--- src/rtl/param_shift_serializer.sv ---
// Parallel-to-serial transmitter with a mirrored serial-to-parallel capture path.
// Frames are WIDTH bits long and may be streamed back-to-back without an idle gap.
module param_shift_serializer #(
    parameter int WIDTH     = 10,
    parameter bit MSB_FIRST = 1'b1,
    parameter bit IDLE_BIT  = 1'b0
) (
    input  logic             Clock,
    input  logic             rst,
    input  logic [WIDTH-1:0] data,
    input  logic             load_valid,
    output logic             load_ready,
    input  logic             shift_en,
    input  logic             sIn,
    output logic             sOut,
    output logic             busy,
    output logic [WIDTH-1:0] cap_data,
    output logic             cap_valid
);

    localparam int CW = (WIDTH > 1) ? $clog2(WIDTH) : 1;
    localparam logic [CW-1:0] LAST = CW'(WIDTH - 1);

    typedef enum logic {IDLE, SHIFT} state_t;

    state_t           state, state_next;
    logic [CW-1:0]    cnt;
    logic [WIDTH-1:0] shreg, capsh;
    logic [WIDTH-1:0] shreg_adv, capsh_adv;
    logic             accept, last_shift;

    // Transmit moves toward the sOut end while receive enters from the opposite end.
    generate
        if (MSB_FIRST) begin : g_msb
            assign shreg_adv = {shreg[WIDTH-2:0], 1'b0};
            assign capsh_adv = {capsh[WIDTH-2:0], sIn};
        end else begin : g_lsb
            assign shreg_adv = {1'b0, shreg[WIDTH-1:1]};
            assign capsh_adv = {sIn, capsh[WIDTH-1:1]};
        end
    endgenerate

    always_ff @(posedge Clock) begin
        if (!rst)
            state <= IDLE;
        else
            state <= state_next;
    end

    // A load is also accepted on the completing edge of a frame, which keeps the stream gapless.
    always_comb begin
        state_next = state;
        load_ready = 1'b0;
        busy       = 1'b0;
        sOut       = IDLE_BIT;
        last_shift = 1'b0;
        accept     = 1'b0;
        case (state)
            IDLE: begin
                load_ready = 1'b1;
            end
            SHIFT: begin
                busy       = 1'b1;
                sOut       = MSB_FIRST ? shreg[WIDTH-1] : shreg[0];
                last_shift = shift_en && (cnt == LAST);
                load_ready = last_shift;
            end
            default: begin
                state_next = IDLE;
            end
        endcase
        accept = load_valid && load_ready;
        if (accept)
            state_next = SHIFT;
        else if (last_shift)
            state_next = IDLE;
    end

    always_ff @(posedge Clock) begin
        if (!rst) begin
            cnt       <= '0;
            shreg     <= '0;
            capsh     <= '0;
            cap_data  <= '0;
            cap_valid <= 1'b0;
        end else begin
            cap_valid <= last_shift;
            if (last_shift)
                cap_data <= capsh_adv;
            if (state == SHIFT && shift_en)
                capsh <= capsh_adv;
            if (accept) begin
                shreg <= data;
                cnt   <= '0;
            end else if (state == SHIFT && shift_en) begin
                shreg <= shreg_adv;
                cnt   <= last_shift ? '0 : cnt + CW'(1);
            end
        end
    end

endmodule

--- config.mk ---
export PLATFORM = sky130hd
export DESIGN_NAME = param_shift_serializer
export DESIGN_NICKNAME = d
export VERILOG_FILES = /design/src/rtl/param_shift_serializer.sv
export SDC_FILE = /design/constraint.sdc
export NUM_CORES = 1
export LEC_CHECK = 0
export ABC_AREA = 1
export CORE_UTILIZATION = 54
export CTS_CLUSTER_SIZE = 8
export DETAILED_ROUTE_END_ITERATION = 7
export GPL_TIMING_DRIVEN = 0
export PLACE_DENSITY = 0.8
export SKIP_CTS_REPAIR_TIMING = 1
export SLEW_MARGIN = 10
export SYNTH_ARGS = -nofsm -noshare
export SYNTH_HDL_FRONTEND = slang
export SYNTH_SLANG_ARGS = --single-unit
--- constraint.sdc ---
create_clock -name Clock -period 3 [get_ports Clock]
set_input_delay 0.3 -clock Clock [delete_from_list [all_inputs] [get_ports Clock]]
set_output_delay 0.3 -clock Clock [all_outputs]
set_load 0.02 [all_outputs]
# Word level (Yosys, flattened, before mapping)
# Index checks and enable logic that the tools add are counted.
[op_classes] add_sub_neg=1 n_eq_ne=1 muxes=9 n_bitwise=2 reduce_logical=6
[ops] op="$mux 10" n=2
[ops] op="$mux 1" n=5
[ops] op="$add 4x1->4 const B" n=1
[ops] op="$eq 4x4->1 const B" n=1
[ops] op="$mux 4" n=1
[ops] op="$reduce_bool 2->1" n=2
[ops] op="$logic_and 1x1->1" n=3
[ops] op="$not 1->1" n=2
[ops] op="$pmux 1 s2" n=1
[ops] op="$reduce_or 2->1" n=1
[totals] regBits=35 inputBits=15 out_inout_bits=14 wordCells=25

# Longest topological paths before layout
# Gate-level depths: netlist of run 1.
[depth] ltp_word=5 mapped_depth=11 ltp_nobuf=10

# Worst setup path after synthesis of run 1
# Ideal clock, no wire load.
[synth_path] path_kind="reg-to-output" startpoint="reg cnt[1]" endpoint="out load_ready" arrival_time_ns=0.981 required_time_ns=2.700 slack_ns=1.719 stages_incl_launch_ff=8 path_buffers=1 path_cell_list="dfxtp_1 -> inv_1 -> ha_1 -> nand2_1 -> inv_1 -> nand2_1 -> nand2_2 -> buf_4"
[synth_between] elab_chain_cells=3
[synth_lines] element="start, declared" line_no="27" rtl="logic [CW-1:0] cnt;"
[synth_lines] element="start signal, assigned" line_no="97" rtl="cnt <= last_shift ? '0 : cnt + CW'(1);"
[synth_lines] element="$eq 4x4->1" line_no="65" rtl="last_shift = shift_en && (cnt == LAST);"
[synth_lines] element="$logic_and 1x1->1" line_no="65"
[synth_lines] element="$pmux 1 s2" line_no="58" rtl="case (state)"
[synth_lines] element="end, declared" line_no="12" rtl="output logic load_ready,"
# Every way passes these cells.

# Worst setup path in the final report of run 1
[layout_path] startpoint="reg cnt[0]" endpoint="out load_ready"
# The elaborated chain is that of the path after synthesis.

==> results of run 1 <==
## cell families (layout without fill, tap and decap cells)
logic type               Yosys count  in the layout
multiplexers                       1              1
AO/OA/AOI/OAI                     32             32
AND/OR/NAND/NOR                  104            104
XOR/XNOR                           2              2
flip-flops                        35             35
buffers and inverters             28             64
adder cells (fa/ha/maj)            2              2
## metal layers
layer / vias up / part of all wire [%]
li1: 706 / -
met1: 616 / 42
met2: 35 / 51
met3: 6 / 5.6
met4: 0 / 1.4
met5: - / 0
## state kept, by name (all words and copies together), names as in the netlist
name,cells
cap_data,10
cap_valid,1
capsh,9
cnt,4
shreg,10
state,1
## power breakdown
group / leakage, nW / switching [mW] / internal, mW
Combinational: 0.452 / 0.0599 / 0.0504
Clock: 0.0293 / 0.158 / 0.0913
Sequential: 0.286 / 0.0141 / 0.485
Total: 0.767 / 0.232 / 0.627
## final timing paths
check / from / to / slack (ns) / cells past startpoint
worst max-delay path: cnt[0]$_SDFFE_PP0P_ / load_ready / 0.64 / 7
worst min-delay path: shreg[0]$_SDFFE_PN0P_ / shreg[0]$_SDFFE_PN0P_ / 0.47 / 2
worst max register to register: cnt[1]$_SDFFE_PP0P_ / shreg[9]$_SDFFE_PN0P_ / 1.51 / 11
worst min register to register: shreg[0]$_SDFFE_PN0P_ / shreg[0]$_SDFFE_PN0P_ / 0.47 / 2
## tightest hold or removal path, delay by kind of cell (launching register included)
family	cells	cell delay [ns]
AO/OA/AOI/OAI	1	0.05
flip-flops	1	0.32
AND/OR/NAND/NOR	1	0.06
## final cells by class
| class | count | area share (%) |
|---|---|---|
| multi-input cells | 141 | 34.9 |
| flip-flops and latches | 35 | 38.0 |
| clock inverters | 1 | 0.272 |
| plain buffers | 11 | 3.60 |
| inverters | 17 | 3.46 |
| well taps | 30 | 2.04 |
| repair buffers | 28 | 15.2 |
| clock buffers | 7 | 2.45 |
## metrics by stage
| stage | hold slack [ns] | total power, mW | instances | util [%] |
|---|---|---|---|---|
| 2_1_floorplan | 0.440 | 0.576 | 204 | - |
| 3_3_place_gp | 0.450 | 0.614 | 262 | 71.0 |
| 3_5_place_dp | 0.455 | 0.619 | 262 | 71.0 |
| 4_1_cts | 0.470 | 0.859 | 270 | 73.0 |
| 5_1_grt | 0.489 | 0.893 | 270 | 73.0 |
| 6_report | 0.467 | 0.858 | 270 | 73.0 |
## placed cells by master, fill, tap and decap left out
| master | n |
|---|---|
| nand2_1 | 63 |
| dfxtp_1 | 35 |
| clkdlybuf4s50_1 | 28 |
| nor2_1 | 22 |
| a21oi_1 | 22 |
| inv_1 | 16 |
| nand3_1 | 12 |
| o21ai_0 | 9 |
| clkbuf_1 | 6 |
| clkbuf_4 | 5 |
| nand2_2 | 4 |
| buf_4 | 2 |
| buf_2 | 2 |
| buf_6 | 2 |
| xor2_1 | 2 |
| ha_1 | 2 |
| mux2i_2 | 1 |
| inv_2 | 1 |
| buf_1 | 1 |
| nor3_1 | 1 |
| nor3_2 | 1 |
| o22ai_1 | 1 |
| or2_0 | 1 |
| clkinv_2 | 1 |
==> out/results.ini, run 1 <==
[run_status]
outcome = complete, no violations

[drt]
via_per_inst = 5.05
drc = 0
first_iter_violations = 33
via_count = 1363
wire_per_inst_microns = 11.9
wl_mm = 3.22
ant_nets = 0
dr.pass1.iters = 4

[die]
rows = 18
num_io_pins = 29
die_width_microns = 54.2
fp.dieArea_sq_mm = 0.00294
start_util_pct = 58.4
coreArea_sq_mm = 0.00252
die_y_microns = 54.2

[synth]
syn_avg_cell_area_sq_um = 7.23
synth_compound_area_share_pct = 11.0
seq_area_frac_synth_pct = 47.5
synth_cell_types = 21
yosysMostFrequentCell = nand2_1
synthSimpleGateAreaFrac_pct = 28.9
yosysWarningCount = 0
synth_area_leaders = dfxtp_1, nand2_1, a21oi_1, nor2_1, nand3_1
synth_edf_count = 0
synth_fa_ha_area_share_pct = 1.70
ys.flop_type = dfxtp_1
synth-seq-cells = 35
synthArstFlopShare_pct = 0
synth_top_area_share_pct = 47.5
synth-xor-area-share_pct = 1.19
synth_commonest_cells = nand2_1, dfxtp_1, a21oi_1, nor2_1, inv_1
synth_top_family_by_area = simple AND/OR/NAND/NOR gates
muxShareOfSynthArea_pct = 0.934
syn-num-nets = 221
synth_top_cell_by_area = dfxtp_1
syn_area_sq_mm = 0.00147
syn_inst = 204

[timing]
worst_slack_ns = 0.635
hold_viol = 0
relSlewSlack_pct = 61.8
worstMarginPinSlew_ns = 0.563
fin_tns_setup_ns = 0
period_minus_slack_ns = 2.36
finalSetupViolations = 0
fmax_mhz = 423
slew_viol_final = 0
rsz0062_at_grt = false
period_share_pct = 78.8
fin_skew_ns = 0.00745

[placed_design]
dp_hpwl_mm = 2.27
place_congestion = 0.744
dp_slack_ns = 0.725
placed_area_sq_mm = 0.00179
portBuffers = 28

[global_route]
grt_max_degree = 11
grt_use_total_pct = 24.5
grt_use_met2_pct = 43.5
busiest_layer = met2
antenna_found_initial = 0
grt_overflow_total = 0
grt_pass1_vias = 1221
grtUsageMet3_pct = 8.61
grt_pass1_wl_mm = 5.00
met1_usage_pct = 25.8

[clocking]
htreeDepth = 2
numClockSinks = 35
cts_root_buffer = clkbuf_4
cts_tree = built
cts_buffer_depth = 2
clkTransAtPathRegs_ns = 0.11
clk_latency_ns = 0.35
cts_buffers = 5

[final_layout]
nFillCells = 204
stdcell_area_sq_mm = 0.00184
drive_gt1_share_pct = 7.92
multi_input_area_sq_um = 643
nets = 256
area_growth_pct = 25.0
num_antenna_cells = 0
regArea_sq_um = 701

[worst_setup_path]
cp_slowest_cell = clkdlybuf4s50_1
crit_path_frequent_cell = nand2_1
crit_chain = ha_1, nand2_1, inv_1, nand2_1, nand2_2, buf_4, clkdlybuf4s50_1
cp_max_fo = 10
arrival_ns = 2.06
critPathCaptureType = output port
worst_ep_required_time_ns = 2.70
cp_top_family = buffers and inverters
path_class = register to output port
crit_path_start_kind = register
path_buf_inv = 3
slowest_delay_ns = 0.61

[job]
drv_cap = 0

[power_and_ir_drop]
ir_drop_mv = 0.403
static-leakage-power_nw = 0.767
powerDensity_mw_per_mm2 = 466

[worst_hold_path]
min_path_type = register to register

Power figures use the tool's default switching activity.
==> run 2, diff against run 1 <==
--- a/config.mk
+++ b/config.mk
@@ -6,11 +6,11 @@
 export NUM_CORES = 1
 export LEC_CHECK = 0
 export ABC_AREA = 1
-export CORE_UTILIZATION = 54
+export CORE_UTILIZATION = 50
 export CTS_CLUSTER_SIZE = 8
 export DETAILED_ROUTE_END_ITERATION = 7
 export GPL_TIMING_DRIVEN = 0
-export PLACE_DENSITY = 0.8
+export PLACE_DENSITY = 0.75
 export SKIP_CTS_REPAIR_TIMING = 1
 export SLEW_MARGIN = 10
 export SYNTH_ARGS = -nofsm -noshare
==> constraint.sdc (replaced) <==
create_clock -name Clock -period 2.3 [get_ports Clock]
set_input_delay 0.23 -clock Clock [delete_from_list [all_inputs] [get_ports Clock]]
set_output_delay 0.23 -clock Clock [all_outputs]
set_load 0.02 [all_outputs]
==> run 2 against run 1 <==
Compared with the run above: worst setup slack got worse by 0.19 ns; clock power increased by 53%; die area increased by 7.7%; critical path depth unchanged; clock skew decreased by 0.0013 ns; cell count increased by 0.37%; sequential power increased by 30%; total power increased by 37%; register-to-register slack got worse by 0.64 ns; largest cell class unchanged; highest routed layer unchanged.
==> out/results.ini, run 2 (synthesized netlist as in run 1, its figures left out) <==
[timing]
worstMarginPinSlew_ns = 0.562  ; -0.000100 ns
period_share_pct = 80.7
period_minus_slack_ns = 1.86
relSlewSlack_pct = 61.8  ; about the same
hold_viol = 0  ; unchanged
rsz0062_at_grt = false
fmax_mhz = 539
fin_skew_ns = 0.00618  ; -0.00128 ns
fin_tns_setup_ns = 0  ; unchanged
slew_viol_final = 0  ; unchanged
finalSetupViolations = 0  ; unchanged

[power_and_ir_drop]
switchingPower_uw = 299  ; +29%
p_int_uw = 876  ; +40%
static-leakage-power_nw = 0.780  ; +1.7%
clkPwrFrac_pct = 32.4  ; +3.4 points
power_mw = 1.17  ; +37%
powerDensity_mw_per_mm2 = 629  ; +35%
sw_frac_of_total_pct = 25.4  ; -1.6 points
ir_drop_mv = 0.712  ; +77%
seq_power_share_pct = 55.4  ; -2.7 points
pwr-share-comb_pct = 12.2  ; -0.7 points

[die]
coreArea_sq_mm = 0.00278  ; +10%
fp.dieArea_sq_mm = 0.00317  ; +7.7%
num_io_pins = 29  ; unchanged
die_y_microns = 56.3  ; +3.8%
die_width_microns = 56.3  ; +3.8%
start_util_pct = 53.0  ; -5.4 points
rows = 19  ; +1

[final_layout]
fin_cells = 271  ; +0.37%
num_antenna_cells = 0  ; unchanged
final_common_cell = nand2_1
drive_gt1_share_pct = 8.75  ; +0.83 points
reg_top3 = cap_data (10), shreg (10), capsh (9)
area_growth_pct = 26.7
layout_common_cells = nand2_1, dfxtp_1, clkdlybuf4s50_1
post-route-util_pct = 67.2  ; -5.9 points
nFillCells = 242  ; +19%
nets = 256  ; unchanged

[clocking]
cts_root_buffer = clkbuf_4
htreeDepth = 2  ; unchanged
cts_buffer_depth = 2  ; unchanged
clkTransAtPathRegs_ns = 0.10  ; about the same
cts_tree = built
clk_latency_ns = 0.34  ; about the same
cts_buffers = 5  ; unchanged
numClockSinks = 35  ; unchanged

[worst_setup_path]
cp_max_fo = 10  ; unchanged
critPathCaptureType = output port
cp_slowest_cell = dfxtp_1
worst_ep_required_time_ns = 2.07  ; -0.63 ns
crit_path_start_kind = register
worstRegToRegCells = 11  ; unchanged
crit_path_frequent_cell = nand2_1
path_class = register to output port
arrival_ns = 1.63  ; -0.43 ns
slowest_delay_ns = 0.42  ; -0.19 ns
crit_chain = ha_1, nand2_1, inv_1, nand2_1, nand2_2, buf_4, dlymetal6s2s_1

[run_status]
outcome = complete, no violations

[global_route]
grt_use_total_pct = 22.5  ; -2.0 points
grt_pass1_wl_mm = 5.49  ; +9.9%
antenna_found_initial = 0  ; unchanged
grt_max_degree = 12  ; +1
grt_overflow_total = 0  ; unchanged
grt_pass1_vias = 1292  ; +5.8%

[job]
drv_cap = 0  ; unchanged

[drt]
via_count = 1384  ; +1.5%
via_per_inst = 5.11  ; +1.2%
drc = 0  ; unchanged
dr.pass1.iters = 4  ; unchanged
ant_nets = 0  ; unchanged
first_iter_violations = 81  ; +150%
wl_mm = 3.19  ; -0.75%
wire_per_inst_microns = 11.8  ; -1.1%

[placed_design]
portBuffers = 28  ; unchanged
place_congestion = 0.824  ; +11%
dp_hpwl_mm = 2.27  ; -0.40%
placedCellCount = 263  ; +0.38%

[worst_hold_path]
hold_path_depth = 3  ; +1
min_path_type = input port to register

==> run 2: changes by cell type in the layout (fill, tap and decap cells not counted) <==
| cell | previous run | this run |
|---|---|---|
| clkdlybuf4s50_1 | 28 | 27 |
| clkbuf_1 | 6 | 4 |
| clkinv_2 | 1 | 0 |
| clkbuf_8 | 0 | 2 |
| clkinvlp_4 | 0 | 1 |
| dlymetal6s2s_1 | 0 | 1 |
==> run 2: stage by stage <==
stage / cell area (sq um) / setup WS, ns / hold WS, ns
floorplan: 1470 / 1.02 / 0.373
global placement: 1790 / 0.210 / 0.447
CTS: 1870 / 0.0411 / 0.442
detailed placement: 1790 / 0.213 / 0.456
global route: 1870 / 0.315 / 0.473
finish: 1870 / 0.444 / 0.460
==> run 2: area by class of cell <==
| type | count | area [sq um] | area share (%) |
|---|---|---|---|
| Clock inverter | 1 | 7.51 | 0.402 |
| Sequential cell | 35 | 701 | 37.5 |
| Clock buffer | 7 | 65.1 | 3.48 |
| Multi-Input combinational cell | 141 | 643 | 34.4 |
| Timing Repair Buffer | 28 | 283 | 15.1 |
| Buffer | 11 | 66.3 | 3.55 |
| Inverter | 17 | 63.8 | 3.42 |
| Tap cell | 31 | 38.8 | 2.08 |
==> run 2: final timing paths <==
kind | slack (ns) | end | from
setup / recovery | 0.44 | load_ready | cnt[0]$_SDFFE_PP0P_
hold / removal | 0.46 | cap_data[0]$_SDFFE_PN0N_ | sIn
setup reg to reg | 0.87 | shreg[8]$_SDFFE_PN0P_ | cnt[1]$_SDFFE_PP0P_
hold reg to reg | 0.47 | cap_data[9]$_SDFFE_PN0N_ | capsh[8]$_SDFFE_PN0P_
==> run 2: critical path: cells and delay by family, from the launching register on <==
kind / cells / cell delay, ns
adders and majority gates: 1 / 0.17
buffers and inverters: 3 / 0.47
and+or+nand+nor: 3 / 0.23
DFF: 1 / 0.42
==> run 2: layer usage <==
metal / global-route usage [%] / vias to the layer above / part of all wire [%]
li1: - / 706 / -
met1: 26.9 / 647 / 45
met2: 38.9 / 28 / 50
met3: 6.91 / 3 / 4.4
met4: 6.27 / 0 / 0.97
met5: 0 / - / 0
==> run 2: power groups by stage <==
stage | combinational [mW] | sequential, mW | clock, mW
final | 0.144 | 0.651 | 0.381
after detailed placement | 0.143 | 0.664 | 0
after floorplan | 0.0892 | 0.662 | 0
after global routing | 0.162 | 0.654 | 0.421
after CTS | 0.144 | 0.651 | 0.396
after global placement | 0.140 | 0.663 | 0
